`src/rtl/blade_ignition_seq_if.sv`:
```
// Bundles the sequencer's user, length, power and colour inputs with its
// emitter-driver outputs. The master side drives inputs; the slave side is the sequencer.
interface blade_ignition_seq_if;
    logic       ignite;
    logic [1:0] len_int;
    logic [5:0] len_frac;
    logic [7:0] power_in;
    logic [7:0] r_in;
    logic [7:0] g_in;
    logic [7:0] b_in;
    logic [3:0] lit_count;
    logic       blade_on;
    logic [7:0] r_out;
    logic [7:0] g_out;
    logic [7:0] b_out;
    logic       ext_done;
    logic       ret_done;

    modport master (
        output ignite, len_int, len_frac, power_in, r_in, g_in, b_in,
        input  lit_count, blade_on, r_out, g_out, b_out, ext_done, ret_done
    );

    modport slave (
        input  ignite, len_int, len_frac, power_in, r_in, g_in, b_in,
        output lit_count, blade_on, r_out, g_out, b_out, ext_done, ret_done
    );
endinterface

```
`src/rtl/blade_ignition_seq.sv`:
```
// Blade ignition/retraction sequencer: lights segments one step at a time up to
// the latched length, holds, retracts on command or low power, drives colour.
module blade_ignition_seq #(
    parameter int STEP_CYCLES = 4,
    parameter int LOW_PWR     = 8,
    parameter int DIM_PWR     = 32
) (
    input  logic                 clk,
    input  logic                 rst,
    blade_ignition_seq_if.slave  bus
);
    localparam int STEP_W = (STEP_CYCLES > 1) ? $clog2(STEP_CYCLES) : 1;
    localparam logic [STEP_W-1:0] STEP_LAST = STEP_W'(STEP_CYCLES - 1);

    typedef enum logic [1:0] {
        S_OFF,
        S_EXTEND,
        S_ON,
        S_RETRACT
    } state_t;

    state_t            state_q, state_d;
    logic [STEP_W-1:0] step_q, step_d;
    logic [3:0]        lit_q, lit_d;
    logic [3:0]        tgt_q, tgt_d;
    logic              blade_on_q, blade_on_d;
    logic [7:0]        r_out_q, r_out_d;
    logic [7:0]        g_out_q, g_out_d;
    logic [7:0]        b_out_q, b_out_d;
    logic              ext_done_q, ext_done_d;
    logic              ret_done_q, ret_done_d;

    logic [3:0] tgt_in;
    logic       pwr_dead;
    logic       pwr_low;
    logic       pwr_dim;
    logic       step_end;
    logic [3:0] lit_up;
    logic [3:0] lit_dn;

    assign tgt_in   = {bus.len_int, bus.len_frac[5:4]};
    assign pwr_dead = (bus.power_in == 8'd0);
    assign pwr_low  = (bus.power_in <= 8'(LOW_PWR));
    assign pwr_dim  = (bus.power_in < 8'(DIM_PWR));
    assign step_end = (step_q == STEP_LAST);

    // Saturating neighbours of lit_count so it can never wrap past tgt_q or 0
    assign lit_up = (lit_q >= tgt_q) ? tgt_q : lit_q + 4'd1;
    assign lit_dn = (lit_q == 4'd0) ? 4'd0 : lit_q - 4'd1;

    always_comb begin
        state_d    = state_q;
        step_d     = step_q;
        lit_d      = lit_q;
        tgt_d      = tgt_q;
        ext_done_d = 1'b0;
        ret_done_d = 1'b0;

        if (pwr_dead) begin
            state_d = S_OFF;
            lit_d   = 4'd0;
            step_d  = '0;
        end else if (pwr_low && (state_q == S_EXTEND || state_q == S_ON)) begin
            state_d = S_RETRACT;
            step_d  = '0;
        end else if (bus.ignite && !pwr_low) begin
            unique case (state_q)
                S_OFF: begin
                    if (tgt_in != 4'd0) begin
                        state_d = S_EXTEND;
                        tgt_d   = tgt_in;
                        step_d  = '0;
                    end
                end
                S_EXTEND, S_ON: begin
                    state_d = S_RETRACT;
                    step_d  = '0;
                end
                S_RETRACT: begin
                    state_d = S_EXTEND;
                    step_d  = '0;
                end
                default: state_d = S_OFF;
            endcase
        end else begin
            unique case (state_q)
                S_EXTEND: begin
                    if (step_end) begin
                        step_d = '0;
                        lit_d  = lit_up;
                        if (lit_up == tgt_q) begin
                            state_d    = S_ON;
                            ext_done_d = 1'b1;
                        end
                    end else begin
                        step_d = step_q + 1'b1;
                    end
                end
                S_RETRACT: begin
                    if (step_end) begin
                        step_d = '0;
                        lit_d  = lit_dn;
                        if (lit_dn == 4'd0) begin
                            state_d    = S_OFF;
                            ret_done_d = 1'b1;
                        end
                    end else begin
                        step_d = step_q + 1'b1;
                    end
                end
                default: begin
                    step_d = '0;
                end
            endcase
        end
    end

    // Colour drive follows the currently lit state, halved when power is dim
    always_comb begin
        r_out_d    = 8'd0;
        g_out_d    = 8'd0;
        b_out_d    = 8'd0;
        blade_on_d = (state_d == S_ON);
        if (lit_q != 4'd0) begin
            if (pwr_dim) begin
                r_out_d = bus.r_in >> 1;
                g_out_d = bus.g_in >> 1;
                b_out_d = bus.b_in >> 1;
            end else begin
                r_out_d = bus.r_in;
                g_out_d = bus.g_in;
                b_out_d = bus.b_in;
            end
        end
    end

    always_ff @(posedge clk) begin
        if (rst) begin
            state_q    <= S_OFF;
            step_q     <= '0;
            lit_q      <= 4'd0;
            tgt_q      <= 4'd0;
            blade_on_q <= 1'b0;
            r_out_q    <= 8'd0;
            g_out_q    <= 8'd0;
            b_out_q    <= 8'd0;
            ext_done_q <= 1'b0;
            ret_done_q <= 1'b0;
        end else begin
            state_q    <= state_d;
            step_q     <= step_d;
            lit_q      <= lit_d;
            tgt_q      <= tgt_d;
            blade_on_q <= blade_on_d;
            r_out_q    <= r_out_d;
            g_out_q    <= g_out_d;
            b_out_q    <= b_out_d;
            ext_done_q <= ext_done_d;
            ret_done_q <= ret_done_d;
        end
    end

    assign bus.lit_count = lit_q;
    assign bus.blade_on  = blade_on_q;
    assign bus.r_out     = r_out_q;
    assign bus.g_out     = g_out_q;
    assign bus.b_out     = b_out_q;
    assign bus.ext_done  = ext_done_q;
    assign bus.ret_done  = ret_done_q;

endmodule

```
`src/flat_wrapper.sv`:
```
// flat-port wrapper written by rule: the top's interface ports become plain ports
module blade_ignition_seq_flat 
#(
    parameter int STEP_CYCLES = 4,
    parameter int LOW_PWR     = 8,
    parameter int DIM_PWR     = 32
)
  (clk, rst, bus_ignite, bus_len_int, bus_len_frac, bus_power_in, bus_r_in, bus_g_in, bus_b_in, bus_lit_count, bus_blade_on, bus_r_out, bus_g_out, bus_b_out, bus_ext_done, bus_ret_done);
  blade_ignition_seq_if bus_i ();
  input  logic clk;
  input  logic rst;
  input wire logic [$bits(bus_i.ignite)-1:0] bus_ignite;
  input wire logic [$bits(bus_i.len_int)-1:0] bus_len_int;
  input wire logic [$bits(bus_i.len_frac)-1:0] bus_len_frac;
  input wire logic [$bits(bus_i.power_in)-1:0] bus_power_in;
  input wire logic [$bits(bus_i.r_in)-1:0] bus_r_in;
  input wire logic [$bits(bus_i.g_in)-1:0] bus_g_in;
  input wire logic [$bits(bus_i.b_in)-1:0] bus_b_in;
  output wire logic [$bits(bus_i.lit_count)-1:0] bus_lit_count;
  output wire logic [$bits(bus_i.blade_on)-1:0] bus_blade_on;
  output wire logic [$bits(bus_i.r_out)-1:0] bus_r_out;
  output wire logic [$bits(bus_i.g_out)-1:0] bus_g_out;
  output wire logic [$bits(bus_i.b_out)-1:0] bus_b_out;
  output wire logic [$bits(bus_i.ext_done)-1:0] bus_ext_done;
  output wire logic [$bits(bus_i.ret_done)-1:0] bus_ret_done;
  assign bus_i.ignite = bus_ignite;
  assign bus_i.len_int = bus_len_int;
  assign bus_i.len_frac = bus_len_frac;
  assign bus_i.power_in = bus_power_in;
  assign bus_i.r_in = bus_r_in;
  assign bus_i.g_in = bus_g_in;
  assign bus_i.b_in = bus_b_in;
  assign bus_lit_count = bus_i.lit_count;
  assign bus_blade_on = bus_i.blade_on;
  assign bus_r_out = bus_i.r_out;
  assign bus_g_out = bus_i.g_out;
  assign bus_b_out = bus_i.b_out;
  assign bus_ext_done = bus_i.ext_done;
  assign bus_ret_done = bus_i.ret_done;
  blade_ignition_seq #(.STEP_CYCLES(STEP_CYCLES), .LOW_PWR(LOW_PWR), .DIM_PWR(DIM_PWR)) u_core (.clk(clk), .rst(rst), .bus(bus_i));
endmodule
```
`config.mk`:
```
export PLATFORM = sky130hd
export DESIGN_NAME = blade_ignition_seq_flat
export DESIGN_NICKNAME = d
export VERILOG_FILES = /design/src/rtl/blade_ignition_seq_if.sv /design/src/rtl/blade_ignition_seq.sv /design/src/flat_wrapper.sv
export SDC_FILE = /design/constraint.sdc
export NUM_CORES = 1
export LEC_CHECK = 0
export CELL_PAD_IN_SITES_DETAIL_PLACEMENT = 1
export CELL_PAD_IN_SITES_GLOBAL_PLACEMENT = 1
export CORE_ASPECT_RATIO = 0.9
export CORE_MARGIN = 1
export CORE_UTILIZATION = 31
export DETAILED_ROUTE_END_ITERATION = 16
export PLACE_DENSITY_LB_ADDON = 0.1
export SETUP_SLACK_MARGIN = 0.5
export SLEW_MARGIN = 0
export SYNTH_ARGS = -nofsm -noshare
export SYNTH_HDL_FRONTEND = slang
export SYNTH_SLANG_ARGS = --single-unit
```
`constraint.sdc`:
```
create_clock -name clk -period 2.72 [get_ports clk]
set_input_delay 0.544 -clock clk [delete_from_list [all_inputs] [get_ports clk]]
set_output_delay 0.544 -clock clk [all_outputs]
set_load 0.03 [all_outputs]
```
; Word-level counts from Yosys, hierarchy flattened
; Cells that the tools add are included.
[classes]
n_addsub = 3
n_lt_le_gt_ge = 3
eq_ne = 9
mux = 25
bitwise = 7
reduce_logical = 22
[ops]
columns = cell, n
row1 = 2-bit two-way mux, 12
row2 = 7-bit two-way mux, 3
row3 = 4-bit two-way mux, 4
row4 = 6-bit OR reduction, 2
row5 = 5-bit AND reduction, 2
row6 = 3-bit OR reduction, 3
row7 = 2-bit == test (second input constant), 4
row8 = 8-bit by 4-bit less-or-equal comparator with 1-bit output (second input constant), 1
row9 = 4-bit logical NOT, 2
row10 = 8-bit logical NOT, 1
row11 = 8-bit by 6-bit < comparator with 1-bit output (second input constant), 1
row12 = 2-bit one-hot mux with 2 select lines, 2
row13 = 4-bit one-hot mux with 2 select lines, 1
row14 = 4-bit nonzero test, 2
row15 = 2-bit OR reduction, 4
row16 = 1-bit NOT, 7
row17 = 2-bit one-hot mux with 3 select lines, 1
row18 = 4-bit by 1-bit adder with 4-bit output (second input constant), 1
row19 = 4-bit == test, 1
row20 = 4-bit greater-or-equal comparator, 1
row21 = 2-bit by 1-bit != test with 1-bit output (second input constant), 2
row22 = 4-bit by 1-bit subtractor with 4-bit output (second input constant), 1
row23 = 3-bit != test (second input constant), 1
row24 = 2-bit by 1-bit adder with 2-bit output (second input constant), 1
row25 = other kinds (7), 9
[word_totals]
register_bits = 39
input_bits = 43
output_inout_bits = 31
elab_cells = 82

; Longest topological paths before layout
[logic_depth]
depth_word = 10
ltp_mapped = 8
ltp_nobuf = 8

; Worst setup path before layout
; Ideal clock, no wire load.
[synth_path]
path_type = flip-flop to flip-flop
from = register u_core.lit_q[0] (netlist: u_core.bus.lit_count[0])
to = register u_core.lit_q[1] (netlist: u_core.bus.lit_count[1])
setup_time_ps = 135
t_arrival_ps = 2257
t_required_ps = 2585
path_slack_ps = 328
path_stages_with_launch = 9
path_buffers = 0
period_less_slack_ps = 2392
cell_sequence = dfxtp_1 -> inv_1 -> ha_1 -> nand2b_1 -> a2111oi_2 -> nor2_1 -> mux2_2 -> o21ai_0 -> o22ai_1
[synth_between]
elab_chain_len = 4
elab_cells_between_ends = 9
cone_classes = add/sub (2) / order compare (1) / mux (5) / reduce/logical (1)
[synth_rtl]
columns = element, line
row1 = start: declaration, blade_ignition_seq.sv:24  ; logic [3:0] lit_q, lit_d;
row2 = start signal: assignment, blade_ignition_seq.sv:152  ; lit_q <= lit_d;
row3 = "4-bit by 1-bit subtractor with 4-bit output, or another cell as far along", blade_ignition_seq.sv:49  ; assign lit_dn = (lit_q == 4'd0) ? 4'd0 : lit_q - 4'd1;
row4 = "4-bit two-way mux, on equally long branches", "blade_ignition_seq.sv:49, blade_ignition_seq.sv:48"
row5 = "4-bit two-way mux, on equally long branches", "blade_ignition_seq.sv:100, blade_ignition_seq.sv:88"
row6 = 4-bit one-hot mux with 2 select lines *, blade_ignition_seq.sv:86  ; unique case (state_q)
; Mark *: on every way between the ends. The rest lies on a longest branch, timed or not. The select of a mux whose other input is x is not followed.
; A chain may end at the register's enable or synchronous reset.

; Final worst setup path
[layout_path]
from = input bus_power_in[2]
to = register u_core.blade_on_q (netlist: u_core.bus.blade_on)
[layout_between]
elab_chain_len = 7
elab_cells_between_ends = 9
cone_classes = order compare (1) / eq/ne (1) / mux (3) / reduce/logical (4)
[layout_rtl]
columns = element, line
row1 = start: declaration, flat_wrapper.sv:15  ; input wire logic [$bits(bus_i.power_in)-1:0] bus_power_in;
row2 = 8-bit by 4-bit less-or-equal comparator with 1-bit output, blade_ignition_seq.sv:43  ; assign pwr_low = (bus.power_in <= 8'(LOW_PWR));
row3 = 1-bit logical NOT, blade_ignition_seq.sv:66  ; end else if (bus.ignite && !pwr_low) begin
row4 = 1-bit logical AND, blade_ignition_seq.sv:66
row5 = 2-bit two-way mux, blade_ignition_seq.sv:66
row6 = 2-bit two-way mux, blade_ignition_seq.sv:63  ; end else if (pwr_low && (state_q == S_EXTEND || state_q == S_ON)) begin
row7 = 2-bit two-way mux *, blade_ignition_seq.sv:59  ; if (pwr_dead) begin
row8 = 2-bit == test *, blade_ignition_seq.sv:123  ; blade_on_d = (state_d == S_ON);
row9 = end signal: assignment, blade_ignition_seq.sv:154  ; blade_on_q <= blade_on_d;
row10 = end: declaration, blade_ignition_seq.sv:26  ; logic blade_on_q, blade_on_d;
; Mark *: on every way between the ends. The rest lies on a longest branch, timed or not.

==> results.cfg <==
[run_status]
outcome = finished, final reports clean

[worst_setup_path]
max_stage_delay_ps = 520
critical-path-top-delay-family = simple AND/OR/NAND/NOR gates
critPathMaxFanout = 9
critPathCaptureType = flop
worstPathArrival_ps = 2410
rrSetupSlack_ps = 600
worstPathRequired_ps = 2950
critPathKind = input pin to flop
setup.worst_path.start_class = input pin
critPathBufInv = 1
crit_chain = clkdlybuf4s50_1 > o31ai_4 > nand2_1 > and2_4 > or4b_1 > o211ai_2 > a21boi_2
slowest_stage = or4b_1

[final_layout]
final_cell_area_sq_um = 2840
final_cell_mix = clkdlybuf4s50_1, nand2_1, dfxtp_1
nets = 358
multi_input_area_sq_um = 1100
drive_gt1_frac = 0.0852
fin_util = 0.488
fillers = 700
register_area_sq_um = 785
n_antenna_cell = 0
area_growth_syn_to_layout_pct = 47.9
final_cells = 375
final_common_cell = clkdlybuf4s50_1

[yosys]
synth_ff_type = dfxtp_1
synth_area_per_cell_sq_um = 8.21
synth_compound_gate_area_share = 0.163
yosysUniqueCellTypes = 43
synth-edff-count = 0
syn_area_sq_um = 1920
synth-simple-area-share = 0.266
synth_top_family_by_area = simple AND/OR/NAND/NOR gates
synth.top_cell.area_share = 0.406
yosysWarnings = 0
synth_top_cell_by_area = dfxtp_1
synth_area_leaders = dfxtp_1, nand2_1, a21oi_1, ha_1, nor4_4
synthMuxAreaShare = 0.0215
synth-xor-area-share = 0.0391
synthAdderAreaFrac = 0.0651
synthArstFlopShare = 0
synth_seq_area_share = 0.406
synthCells = 234
syn_nets = 287
ys_seq_elements = 39

[floorplanning]
core_area_sq_um = 5820
dieWidth_um = 85.0
boundaryPins = 74
die_area_sq_um = 6520
rows = 26
initial_utilization = 0.330
die_h_um = 76.7

[pwr]
leakage_nw = 1.10
vdd_drop_max_uv = 238
power.density_nw_per_um2 = 417
power.total_mw = 1.19

[sta]
rsz0062_at_grt = yes
maxSlewViolCount = 0
fin_crit_sh = 0.800
fin_worst_skew_ps = 6.39
fin_ws_ps = 545
fin_crit_ps = 2170
fmax_mhz = 460
slew_headroom = 0.498
tightest_slew_ps = 753
setup_viol_count_final = 0
hold_viol = 0
hold-worst-slack_ps = 485
fin_tns_setup_ps = 0

[drt]
drt_iter0_markers = 53
num_vias = 1886
drc = 0
ant_nets = 0
drt-vias-per-instance = 5.03
drt_first_pass_iters = 4
routedWlPerCell_um = 15.4
wl_um = 5760

[global_route]
antenna_found_initial = 0
grt_max_degree = 25
globalRouteOverflowTotal = 0
grt_usage = 0.182
grt_pass1_wl_um = 9410
grt_pass1_vias = 1911

[hold_path]
hold_path_class = flop to flop

[cts]
cts_tree = done
h-tree-depth = 2
hold_buffers = 0
clock_sinks = 39
numCtsBuffers = 5
clk_pin_slew_ps = 80
clockRootBuffer = clkbuf_8
clockBufferDepth = 2
clk_latency_ps = 290

[place]
dp_hpwl_um = 4200
place_ws_ps = 90.6
place_congestion = 0.808
io_buffers = 69
placed_cell_area_sq_um = 2700
placedCellCount = 364

[job]
maxCapViolCount = 0
## logic make-up after synthesis
| kind of cell | count (synthesis) |
|---|---|
| AOI/OAI and AO/OA | 52 |
| xor gates and xnor gates | 7 |
| adders and majority gates | 10 |
| buffers and inverters | 20 |
| DFF | 39 |
| muxes | 4 |
| and+or+nand+nor | 102 |
## tightest hold or removal path, cell delays in order (launching register included)
cell and delay [ps]:
dfxtp_1 320, nand4_1 70, a21oi_1 60
## layout make-up
type / count / share of cell area
inverters: 8 / 0.0106
clock inverters: 1 / 0.00176
multi-input cells: 175 / 0.389
well taps: 70 / 0.0308
flip-flops and latches: 39 / 0.276
repair buffers: 76 / 0.263
clock buffers: 6 / 0.0291
## cell usage after synthesis, types with 2 or more instances
cell	number
nand3b_1	2
o211ai_1	2
or3_1	2
clkbuf_1	11
and3_1	2
mux2i_1	3
ha_1	10
o22ai_1	2
nand3_1	7
o21ai_0	5
nor4_1	2
nor4b_1	2
xnor2_1	2
nor3b_1	3
nor4_4	2
inv_1	8
xor2_1	4
nand2_1	58
nand4_1	4
a21oi_1	33
dfxtp_1	39
nor2_1	6
nor3_1	5
## routing by layer
layer,part of all wire,vias up,GRT usage
met1,0.49,883,0.241
li1,-,955,-
met2,0.45,44,0.292
met5,0,-,0
met4,0.0094,0,0.0559
met3,0.051,4,0.0452
## report_power, final
part	switching, mW	leakage [nW]	internal [mW]
clock	0.201	0.0470	0.199
sequential	0.00948	0.316	0.578
combinational	0.0950	0.737	0.103
## worst paths after layout
path	start	cells after the start	end
worst max-delay path	bus_power_in[2]	7	u_core.bus.blade_on
worst max register to register	u_core.bus.lit_count[0]	8	u_core.bus.lit_count[1]
worst min-delay path	u_core.step_q[1]	2	u_core.step_q[1]
worst min register to register	u_core.step_q[1]	2	u_core.step_q[1]
## timing repair
action / CTS / global route
resized for setup: 2 / 5
endpoints found under the setup margin: 6 / 3
setup buffers: 3 / 1
endpoints found under the hold margin: 0 / 0
pin swaps: 3 / 2
## sequential cells by signal, summed over array words and instances (netlist names)
signal and cells:
u_core.tgt_q 4, u_core.bus.b_out 8, u_core.bus.blade_on 1, u_core.bus.lit_count 4, u_core.step_q 2, u_core.bus.g_out 8
u_core.state_q 2, u_core.bus.ret_done 1, u_core.bus.r_out 8, u_core.bus.ext_done 1
Note: power is estimated with default switching activity, not from simulation.
